--- config.mk ---
export PLATFORM = sky130hd
export DESIGN_NAME = uart_peer_link
export DESIGN_NICKNAME = d
export VERILOG_FILES = /design/src/rtl/uart_peer_link.sv
export SDC_FILE = /design/constraint.sdc
export NUM_CORES = 1
export LEC_CHECK = 0
export CORE_MARGIN = 2
export CORE_UTILIZATION = 25
export DETAILED_ROUTE_END_ITERATION = 12
export SYNTH_ARGS = -nofsm -noshare
export SYNTH_HDL_FRONTEND = slang
export SYNTH_SLANG_ARGS = --single-unit
--- constraint.sdc ---
create_clock -name clock -period 2.5 [get_ports clock]
set_clock_uncertainty 0.1 [all_clocks]
set_input_delay 0.5 -clock clock [delete_from_list [all_inputs] [get_ports clock]]
set_output_delay 0.5 -clock clock [all_outputs]
set_load 0.005 [all_outputs]
--- src/rtl/uart_peer_link.sv ---
// Host-side UART partner: drives the core's rx line from a buffered byte stream and
// decodes the core's tx line (start, 8 data LSB first, even parity, optional stop).
module uart_peer_link #(
  parameter int CLKS_PER_BIT = 16,
  parameter int FIFO_DEPTH   = 8
) (
  input  logic       clock,
  input  logic       reset,
  input  logic [7:0] tx_data,
  input  logic       tx_valid,
  output logic       tx_ready,
  output logic       tx,
  output logic       tx_busy,
  input  logic       rx,
  output logic [7:0] rx_data,
  output logic       rx_valid,
  input  logic       rx_ready,
  output logic       parity_error,
  output logic       overrun,
  output logic [2:0] tx_state_dbg,
  output logic [2:0] rx_state_dbg
);

  // Both streams: a byte moves on a rising clock edge exactly when valid && ready are
  // both high; the producer holds data stable while valid is high and ready is low.

  localparam int AW = $clog2(FIFO_DEPTH);
  localparam int CW = $clog2(CLKS_PER_BIT);
  localparam logic [CW-1:0] CNT_LAST = CW'(CLKS_PER_BIT - 1);
  localparam logic [CW-1:0] CNT_HALF = CW'(CLKS_PER_BIT / 2 - 1);
  localparam logic [CW-1:0] CNT_ONE  = CW'(1);
  localparam logic [AW:0]   PTR_ONE  = (AW + 1)'(1);

  typedef enum logic [2:0] {
    TX_IDLE   = 3'd0,
    TX_START  = 3'd1,
    TX_DATA   = 3'd2,
    TX_PARITY = 3'd3,
    TX_STOP   = 3'd4
  } tx_state_t;

  typedef enum logic [2:0] {
    RX_IDLE   = 3'd0,
    RX_START  = 3'd1,
    RX_DATA   = 3'd2,
    RX_PARITY = 3'd3,
    RX_SLOT   = 3'd4
  } rx_state_t;

  // ---------------- TX FIFO ----------------
  logic [7:0]  fifo_mem [FIFO_DEPTH];
  logic [AW:0] wr_ptr;
  logic [AW:0] rd_ptr;
  logic        fifo_empty;
  logic        fifo_full;
  logic        push;
  logic        pop;

  assign fifo_empty = (wr_ptr == rd_ptr);
  assign fifo_full  = (wr_ptr[AW] != rd_ptr[AW]) && (wr_ptr[AW-1:0] == rd_ptr[AW-1:0]);
  assign tx_ready   = !fifo_full;
  assign push       = tx_valid && !fifo_full;

  always_ff @(posedge clock) begin
    if (push) fifo_mem[wr_ptr[AW-1:0]] <= tx_data;
  end

  always_ff @(posedge clock or posedge reset) begin
    if (reset) begin
      wr_ptr <= '0;
      rd_ptr <= '0;
    end else begin
      if (push) wr_ptr <= wr_ptr + PTR_ONE;
      if (pop)  rd_ptr <= rd_ptr + PTR_ONE;
    end
  end

  // ---------------- TX FSM ----------------
  tx_state_t     tx_state, tx_state_n;
  logic [CW-1:0] tx_cnt, tx_cnt_n;
  logic [2:0]    tx_bit, tx_bit_n;
  logic [7:0]    tx_shift, tx_shift_n;
  logic          tx_par, tx_par_n;
  logic          tx_line_n;
  logic          tx_bit_end;

  assign tx_bit_end   = (tx_cnt == CNT_LAST);
  assign tx_state_dbg = tx_state;

  always_comb begin
    tx_state_n = tx_state;
    tx_cnt_n   = tx_cnt;
    tx_bit_n   = tx_bit;
    tx_shift_n = tx_shift;
    tx_par_n   = tx_par;
    tx_line_n  = 1'b1;
    pop        = 1'b0;
    case (tx_state)
      TX_IDLE: begin
        if (!fifo_empty) begin
          pop        = 1'b1;
          tx_shift_n = fifo_mem[rd_ptr[AW-1:0]];
          tx_par_n   = 1'b0;
          tx_cnt_n   = '0;
          tx_state_n = TX_START;
        end
      end
      TX_START: begin
        tx_line_n = 1'b0;
        if (tx_bit_end) begin
          tx_cnt_n   = '0;
          tx_bit_n   = 3'd0;
          tx_state_n = TX_DATA;
        end else begin
          tx_cnt_n = tx_cnt + CNT_ONE;
        end
      end
      TX_DATA: begin
        tx_line_n = tx_shift[0];
        if (tx_bit_end) begin
          tx_cnt_n   = '0;
          tx_shift_n = {1'b0, tx_shift[7:1]};
          tx_par_n   = tx_par ^ tx_shift[0];
          if (tx_bit == 3'd7) tx_state_n = TX_PARITY;
          else                tx_bit_n   = tx_bit + 3'd1;
        end else begin
          tx_cnt_n = tx_cnt + CNT_ONE;
        end
      end
      TX_PARITY: begin
        tx_line_n = tx_par;
        if (tx_bit_end) begin
          tx_cnt_n   = '0;
          tx_state_n = TX_STOP;
        end else begin
          tx_cnt_n = tx_cnt + CNT_ONE;
        end
      end
      TX_STOP: begin
        tx_line_n = 1'b1;
        if (tx_bit_end) begin
          tx_cnt_n = '0;
          // Chain straight into the next frame so back-to-back frames keep one stop bit.
          if (!fifo_empty) begin
            pop        = 1'b1;
            tx_shift_n = fifo_mem[rd_ptr[AW-1:0]];
            tx_par_n   = 1'b0;
            tx_state_n = TX_START;
          end else begin
            tx_state_n = TX_IDLE;
          end
        end else begin
          tx_cnt_n = tx_cnt + CNT_ONE;
        end
      end
      default: tx_state_n = TX_IDLE;
    endcase
  end

  always_ff @(posedge clock or posedge reset) begin
    if (reset) begin
      tx_state <= TX_IDLE;
      tx_cnt   <= '0;
      tx_bit   <= 3'd0;
      tx_shift <= 8'h00;
      tx_par   <= 1'b0;
      tx       <= 1'b1;
      tx_busy  <= 1'b0;
    end else begin
      tx_state <= tx_state_n;
      tx_cnt   <= tx_cnt_n;
      tx_bit   <= tx_bit_n;
      tx_shift <= tx_shift_n;
      tx_par   <= tx_par_n;
      tx       <= tx_line_n;
      tx_busy  <= (tx_state != TX_IDLE) || !fifo_empty;
    end
  end

  // ---------------- RX path ----------------
  logic [1:0]    rx_sync;
  logic          rx_s;
  rx_state_t     rx_state, rx_state_n;
  logic [CW-1:0] rx_cnt, rx_cnt_n;
  logic [2:0]    rx_bit, rx_bit_n;
  logic [7:0]    rx_shift, rx_shift_n;
  logic          rx_good;
  logic          rx_bad;
  logic          rx_sample;

  assign rx_s         = rx_sync[1];
  assign rx_sample    = (rx_cnt == CNT_LAST);
  assign rx_state_dbg = rx_state;

  always_ff @(posedge clock or posedge reset) begin
    if (reset) rx_sync <= 2'b11;
    else       rx_sync <= {rx_sync[0], rx};
  end

  always_comb begin
    rx_state_n = rx_state;
    rx_cnt_n   = rx_cnt;
    rx_bit_n   = rx_bit;
    rx_shift_n = rx_shift;
    rx_good    = 1'b0;
    rx_bad     = 1'b0;
    case (rx_state)
      RX_IDLE: begin
        if (!rx_s) begin
          rx_cnt_n   = '0;
          rx_state_n = RX_START;
        end
      end
      RX_START: begin
        if (rx_cnt == CNT_HALF) begin
          rx_cnt_n = '0;
          rx_bit_n = 3'd0;
          rx_state_n = rx_s ? RX_IDLE : RX_DATA;
        end else begin
          rx_cnt_n = rx_cnt + CNT_ONE;
        end
      end
      RX_DATA: begin
        if (rx_sample) begin
          rx_cnt_n   = '0;
          rx_shift_n = {rx_s, rx_shift[7:1]};
          if (rx_bit == 3'd7) rx_state_n = RX_PARITY;
          else                rx_bit_n   = rx_bit + 3'd1;
        end else begin
          rx_cnt_n = rx_cnt + CNT_ONE;
        end
      end
      RX_PARITY: begin
        if (rx_sample) begin
          rx_cnt_n   = '0;
          rx_good    = ((^rx_shift) == rx_s);
          rx_bad     = ((^rx_shift) != rx_s);
          rx_state_n = RX_SLOT;
        end else begin
          rx_cnt_n = rx_cnt + CNT_ONE;
        end
      end
      RX_SLOT: begin
        // A low slot is the next frame's start bit: the core sends no stop bit.
        if (rx_sample) begin
          rx_cnt_n   = '0;
          rx_bit_n   = 3'd0;
          rx_state_n = rx_s ? RX_IDLE : RX_DATA;
        end else begin
          rx_cnt_n = rx_cnt + CNT_ONE;
        end
      end
      default: rx_state_n = RX_IDLE;
    endcase
  end

  always_ff @(posedge clock or posedge reset) begin
    if (reset) begin
      rx_state <= RX_IDLE;
      rx_cnt   <= '0;
      rx_bit   <= 3'd0;
      rx_shift <= 8'h00;
    end else begin
      rx_state <= rx_state_n;
      rx_cnt   <= rx_cnt_n;
      rx_bit   <= rx_bit_n;
      rx_shift <= rx_shift_n;
    end
  end

  always_ff @(posedge clock or posedge reset) begin
    if (reset) begin
      rx_data      <= 8'h00;
      rx_valid     <= 1'b0;
      parity_error <= 1'b0;
      overrun      <= 1'b0;
    end else begin
      parity_error <= rx_bad;
      overrun      <= 1'b0;
      if (rx_good) begin
        if (!rx_valid || rx_ready) begin
          rx_data  <= rx_shift;
          rx_valid <= 1'b1;
        end else begin
          overrun <= 1'b1;
        end
      end else if (rx_valid && rx_ready) begin
        rx_valid <= 1'b0;
      end
    end
  end

endmodule

==> results of run 1 <==
cell usage after synthesis, drive strengths merged (2+ instances only):
| master | n | area, µm² |
|---|---|---|
| xnor2 | 13 | 114 |
| nand4 | 5 | 31.3 |
| a22o | 4 | 35.0 |
| and3 | 2 | 12.5 |
| nand3 | 6 | 30.0 |
| inv | 6 | 22.5 |
| nor3 | 10 | 50.1 |
| mux4 | 16 | 360 |
| or2 | 3 | 18.8 |
| ha | 8 | 100 |
| or3 | 4 | 25.0 |
| buf | 8 | 45.0 |
| dfstp | 3 | 78.8 |
| a31oi | 3 | 18.8 |
| mux2i | 12 | 133 |
| clkbuf | 11 | 42.5 |
| nand2b | 7 | 43.8 |
| xnor3 | 2 | 46.3 |
| nor4 | 3 | 48.8 |
| nor2b | 6 | 37.5 |
| nand2 | 25 | 93.8 |
| mux2 | 29 | 327 |
| xor2 | 8 | 70.1 |
| nor3b | 5 | 42.5 |
| a311oi | 2 | 17.5 |
| dfrtp | 57 | 1430 |
| o21a | 2 | 15.0 |
| and2 | 2 | 12.5 |
| nor2 | 16 | 60.1 |
| edfxtp | 64 | 1920 |
| a21oi | 9 | 45.0 |
| o21ai | 17 | 85.1 |
layer usage:
| layer | wire length [µm] | global-route usage, % |
|---|---|---|
| met1 | 5010 | 12.1 |
| met5 | 0 | 0 |
| met3 | 304 | 3.64 |
| met2 | 5030 | 15.0 |
| met4 | 70 | 2.51 |
placed cells by master, fill, tap and decap left out, types with 6 or more instances in the layout:
master / netlist / final
nand3_1: 6 / 6
mux2_2: 29 / 29
nand2_1: 25 / 25
mux2i_1: 11 / 11
buf_4: 2 / 16
nor3_1: 10 / 10
clkbuf_16: 0 / 17
o21ai_0: 17 / 17
xnor2_1: 13 / 12
edfxtp_1: 64 / 64
a21oi_1: 9 / 9
nand2b_1: 7 / 7
nor2b_1: 6 / 6
mux4_2: 16 / 16
dfrtp_1: 57 / 57
nor2_1: 16 / 16
xor2_1: 8 / 8
ha_1: 8 / 8
clkdlybuf4s50_1: 0 / 32
critical path, stage by stage (launching register included):
cell	delay, ns
dfrtp_1	0.39
buf_4	0.22
xnor2_2	0.15
nand4_1	0.11
clkdlybuf4s50_1	0.51
metrics by stage:
stage | setup WS (ns) | setup TNS [ns]
after global placement | 0.290 | 0
after detailed placement | 0.231 | 0
after floorplan | 0.161 | 0
final | 0.108 | 0
after CTS | 0.0597 | 0
after global routing | -0.0131 | -0.0131
sequential cells by signal, indices dropped and copies added (netlist names):
| register | count |
|---|---|
| rx_valid | 1 |
| rx_cnt | 4 |
| overrun | 1 |
| rx_data | 8 |
| rx_sync | 2 |
| tx_state_dbg | 3 |
| rx_bit | 3 |
| wr_ptr | 4 |
| tx_par | 1 |
| tx_cnt | 4 |
| rd_ptr | 4 |
| fifo_mem | 64 |
| rx_state_dbg | 3 |
| tx_busy | 1 |
| rx_shift | 8 |
| tx | 1 |
| parity_error | 1 |
| tx_shift | 8 |
| tx_bit | 3 |
area by class of cell:
type | instances | area, µm²
fill | 2125 | 14900
inverter | 6 | 22.5
clock buffer | 19 | 453
clock inverter | 13 | 140
multi-input combinational | 230 | 1990
timing repair buffer | 49 | 460
tap | 280 | 350
sequential | 124 | 3430
cells by family after synthesis:
logic type               after synthesis  share of synthesized area, %
AO/OA/AOI/OAI                         46                          5.55
AND/OR/NAND/NOR                       96                          9.60
XOR/XNOR                              23                          4.17
multiplexers                          57                          14.8
flip-flops                           124                          62.0
adder cells (fa/ha/maj)                8                          1.81
buffers and inverters                 25                          1.99
final timing paths:
path                                      endpoint  slack [ns]  depth (start not counted)
min reg2reg                   rx_sync[1]$_DFF_PP1_        0.25                          0
max in group asynchronous             tx$_DFF_PP1_        1.62                          3
min in group asynchronous    rx_cnt[0]$_DFFE_PP0P_        0.38                          3
max                                       tx_ready        0.11                          4
max reg2reg                tx_shift[7]$_DFFE_PP0P_        0.35                          5
min                           rx_sync[1]$_DFF_PP1_        0.25                          0
power by group:
part           total [W]  internal, W  leakage [nW]  switching [W]
combinational    0.00230      0.00115         0.981        0.00115
clock            0.00241      0.00152         0.284       0.000887
sequential       0.00294      0.00261          1.34       0.000336
==> results.md, run 1 <==
* Layout Cells excl Fill at roughly 700
* Slew Viols, Final at 0
* Warnings from Yosys at 0
* Post-CTS Hold Fix Bufs at 0
* Mapped Cells at 379
* CP Max Fanout at 14
* HPWL after DPL at 7.26 mm
* Placed cell area at between 0.006 and 0.007 mm²
* Power consumption at 0.00765 W
* CORE AREA at about 0.022 mm²
* Die Width at 153 µm
* Yosys cell types at slightly below 50
* DR vias/cell at around 4.4
* Placed Cells at 689
* Cts repair resizes at 0
* Pwr/cell area at 1120 mW/mm²
* RePlAce Congestion at 0.744
* Setup Buffers After CTS at 0
* Antenna-violating nets left at 0
* Row cnt at 54
* Finished Cell Area at 0.00685 mm²
* Total congestion overflow at 0
* CTS H-tree depth at 4
* Async set or reset register ratio after synthesis at 48.4%
* Static Leak at 2.61 nW
* Clk sinks at 124
* Diode count at 0
* Core Util, Final at between 30% and 40%
* Status: complete, no violations
* Peak supply drop at around 0.34 mV
* Endpoints failing setup at 0
* Yosys reg bits at between 100 and 150
* First-pass GRT wire length at 17.5 mm
* Vias in the first global route at around 3,400
* Final Hold Fails at 0
* Final worst path period share at 95.7%
* Min-delay worst type: reg2reg
* Worst Setup Start Kind: flip-flop
* Area grow syn2layout at 24.0%
* Initial antenna violation count at 0
* CTS tree: built
* Worst hold start: rx_sync[0]$_DFF_PP1_
* Die ar. at 0.0233 mm²
* Crit path from: rd_ptr[2]$_DFFE_PP0P_
* Initial DRC count at roughly 200
* Setup Crit Path Kind: reg2out
* I/O pin count at 33
* Critical path data required time at 1.90 ns
* F_max at about 420 MHz
* EDFF count, synth at 64
* Clock transition at the registers of the reported paths at approximately 0.06 ns
* GRT Overall Usage at 9.43%
* Largest net degree at the start of global routing at 61
* Tmin final at 2.39 ns
* Starting density of the core at 25.4%
* Seq/Total Area, Yosys at between 60% and 70%
* Clock Tree Buf Depth at 2
* Post-synth top flop: edfxtp_1
* Remaining DRCs at 0
* CP Capture Type: output pin
* Syn_nets at 400
* Syn avg cell area at 14.6 µm²
* CTS root buf: clkbuf_16
* Hold WS at 0.255 ns
* Slew HR at 67.7%
* Slew @ Worst Pin at 0.485 ns
* Mapped Area at 0.00552 mm²
* Detailed Routing Iterations Pass 1 at 4
* Via count at 3,165
* Total CTS buffers at 17
* CP arrival at 1.79 ns
* # port buffers at 32
* Max cap viols at 0
* Layout cells sized above 1 at 24.7%
* Reg-to-reg startpoint: tx_cnt[0]$_DFFE_PP0P_
* Nets@finish at approximately 450
* Clk_lat worst skew at 0.41 ns
* Die H at between 150 and 200 µm
* Routed wire length per instance at 14.4 µm
* Routed WL at 10.4 mm
Power figures use the tool's default switching activity.
==> run 2: changes to the inputs <==
Settings changed: GPL_TIMING_DRIVEN from default to 1, MAX_ROUTING_LAYER from default to met4.
==> run 2 against run 1 <==
  * Clock-buffer cell count is the same
  * Critical path depth is the same
  * Via count shrank 0.13%
  * Combinational power is essentially flat
  * Design area is the same
  * Non-clock buffer count is the same
  * Core utilization is the same
  * Critical endpoint unchanged
==> results.md, run 2 (synthesized netlist as in run 1, its figures left out) <==
* Status: complete, no violations
* CORE AREA at 0.0218 mm² (unchanged)
* Tmin final at 2.39 ns (+0.00233 ns)
* Pwr/cell area at 1120 mW/mm² (+0.14%)
* Setup Crit Path Kind: reg2out
* CP Capture Type: output pin
* Die Width at 153 µm (unchanged)
* Min-delay worst type: reg2reg
* Routed WL at 10.4 mm (+0.14%)
* Detailed Routing Iterations Pass 1 at 4 (unchanged)
* CTS H-tree depth at 4 (unchanged)
* Peak supply drop at 0.343 mV (about the same)
* Critical path data required time at 1.90 ns (about the same)
* Top delay family on crit path: buffers and inverters
* Final worst path period share at 95.8% (about the same)
* Via count at 3,161 (-0.13%)
* Finished Cell Area at 0.00685 mm² (unchanged)
* CP bufs+invs at 2 (unchanged)
* Antenna-violating nets left at 0 (unchanged)
* HPWL after DPL at 7.26 mm (unchanged)
* CTS root buf: clkbuf_16
* Final Hold Fails at 0 (unchanged)
* RePlAce Congestion at 0.755 (+1.5%)
* Slew Viols, Final at 0 (unchanged)
* CP Cell Sequence: buf_4, xnor2_2, nand4_1, clkdlybuf4s50_1
* Nets@finish at 449 (unchanged)
* CTS tree: built
* Commonest non-fill, non-tap cell in the layout: edfxtp_1
* Die H at 153 µm (unchanged)
* GRT Overall Usage at 9.72% (+0.29 points)
* Starting density of the core at 25.4% (unchanged)
* Placed Cells at 689 (unchanged)
* I/O pin count at 33 (unchanged)
* Total CTS buffers at 17 (unchanged)
* Worst Setup Start Kind: flip-flop
* Area grow syn2layout at 24.0% (unchanged)
* Clk_lat worst skew at 0.41 ns (about the same)
* Row cnt at 54 (unchanged)
* # port buffers at 32 (unchanged)
* Clock transition at the registers of the reported paths at 0.06 ns (about the same)
* Slew @ Worst Pin at 0.485 ns (-0.000179 ns)
* Max FFs per register at 64 (unchanged)
* DR vias/cell at 4.38 (-0.13%)
* Initial antenna violation count at 0 (unchanged)
* Max cap viols at 0 (unchanged)
* CP arrival at 1.79 ns (about the same)
* First-pass GRT wire length at 17.5 mm (about the same)
* Post-CTS Hold Fix Bufs at 0 (unchanged)
* Placed cell area at 0.00625 mm² (unchanged)
* Static Leak at 2.61 nW (unchanged)
* CP Max Fanout at 14 (unchanged)
* F_max at 418 MHz (about the same)
* Endpoints failing setup at 0 (unchanged)
* Layout Cells excl Fill at 721 (unchanged)
* Slowest cell on crit path: clkdlybuf4s50_1
* Largest net degree at the start of global routing at 61 (unchanged)
* Slowest stage delay, CP at 0.51 ns (about the same)
* Initial DRC count at 189 (-3.6%)
* Total congestion overflow at 0 (unchanged)
* Layout cells sized above 1 at 24.7% (unchanged)
* Routed wire length per instance at 14.5 µm (+0.14%)
* Hold WS at 0.254 ns (-0.000242 ns)
* Remaining DRCs at 0 (unchanged)
* Clock Tree Buf Depth at 2 (unchanged)
* Most frequent cells in the layout: edfxtp_1 (64), dfrtp_1 (57), clkdlybuf4s50_1 (32)
* Vias in the first global route at 3,362 (-0.36%)
* Slew HR at 67.7% (about the same)
* Die ar. at 0.0233 mm² (unchanged)
* Clk sinks at 124 (unchanged)
* Diode count at 0 (unchanged)
[run 2: what timing repair did]
| item | 4_1_cts | 5_1_grt |
|---|---|---|
| setup endpoints to repair | 0 | 1 |
| resized for setup | 0 | 1 |
| endpoints found under the hold margin | 0 | 0 |
| setup buffers | 0 | 0 |
[run 2: cell type report]
type,instances,area [µm²]
multi-input cells,230,1990
flip-flops and latches,124,3430
repair buffers,49,460
clock inverters,13,140
clock buffers,19,453
fillers,2125,14900
well taps,280,350
inverters,6,22.5
[run 2: power by group]
group / total (W) / switching [W] / internal (W)
Sequential: 0.00294 / 0.000337 / 0.00261
Combinational: 0.00231 / 0.00116 / 0.00115
Clock: 0.00242 / 0.000894 / 0.00152
[run 2: through the flow]
step                      total power (W)  setup slack, ns  setup TNS, ns  utilization (%)
after floorplan                   0.00464            0.161              0                -
final                             0.00766            0.106              0             31.5
after detailed placement          0.00529            0.231              0             28.7
after global routing              0.00814          -0.0129        -0.0129             31.5
after global placement            0.00518            0.290              0             28.7
after CTS                         0.00775           0.0597              0             31.4
[run 2: path summary, 6_finish.rpt]
check / from / slack [ns] / cells past startpoint / end
setup / recovery: rd_ptr[2]$_DFFE_PP0P_ / 0.11 / 4 / tx_ready
hold / removal: rx_sync[0]$_DFF_PP1_ / 0.25 / 0 / rx_sync[1]$_DFF_PP1_
setup reg to reg: tx_cnt[0]$_DFFE_PP0P_ / 0.35 / 5 / tx_shift[7]$_DFFE_PP0P_
hold reg to reg: rx_sync[0]$_DFF_PP1_ / 0.25 / 0 / rx_sync[1]$_DFF_PP1_
max in group asynchronous: reset / 1.63 / 3 / tx$_DFF_PP1_
min in group asynchronous: reset / 0.38 / 3 / rx_state_dbg[0]$_DFFE_PP0P_
[run 2: worst register-to-register path: stages (launching register included)]
cell	delay, ns
dfrtp_1	0.42
ha_1	0.24
nand3_1	0.19
and2_1	0.26
o31ai_4	0.41
mux2_2	0.40
[run 2: metal layers]
layer  GRT usage, %  share of wire (%)  wire length (µm)  vias up
met2           15.0                 48              4970       53
met3           3.53                3.5               369        7
met4           2.51               0.84                88        0
li1               -                  -                 -     1522
met5              -                  0                 0        -
met1           12.2                 48              5000     1579
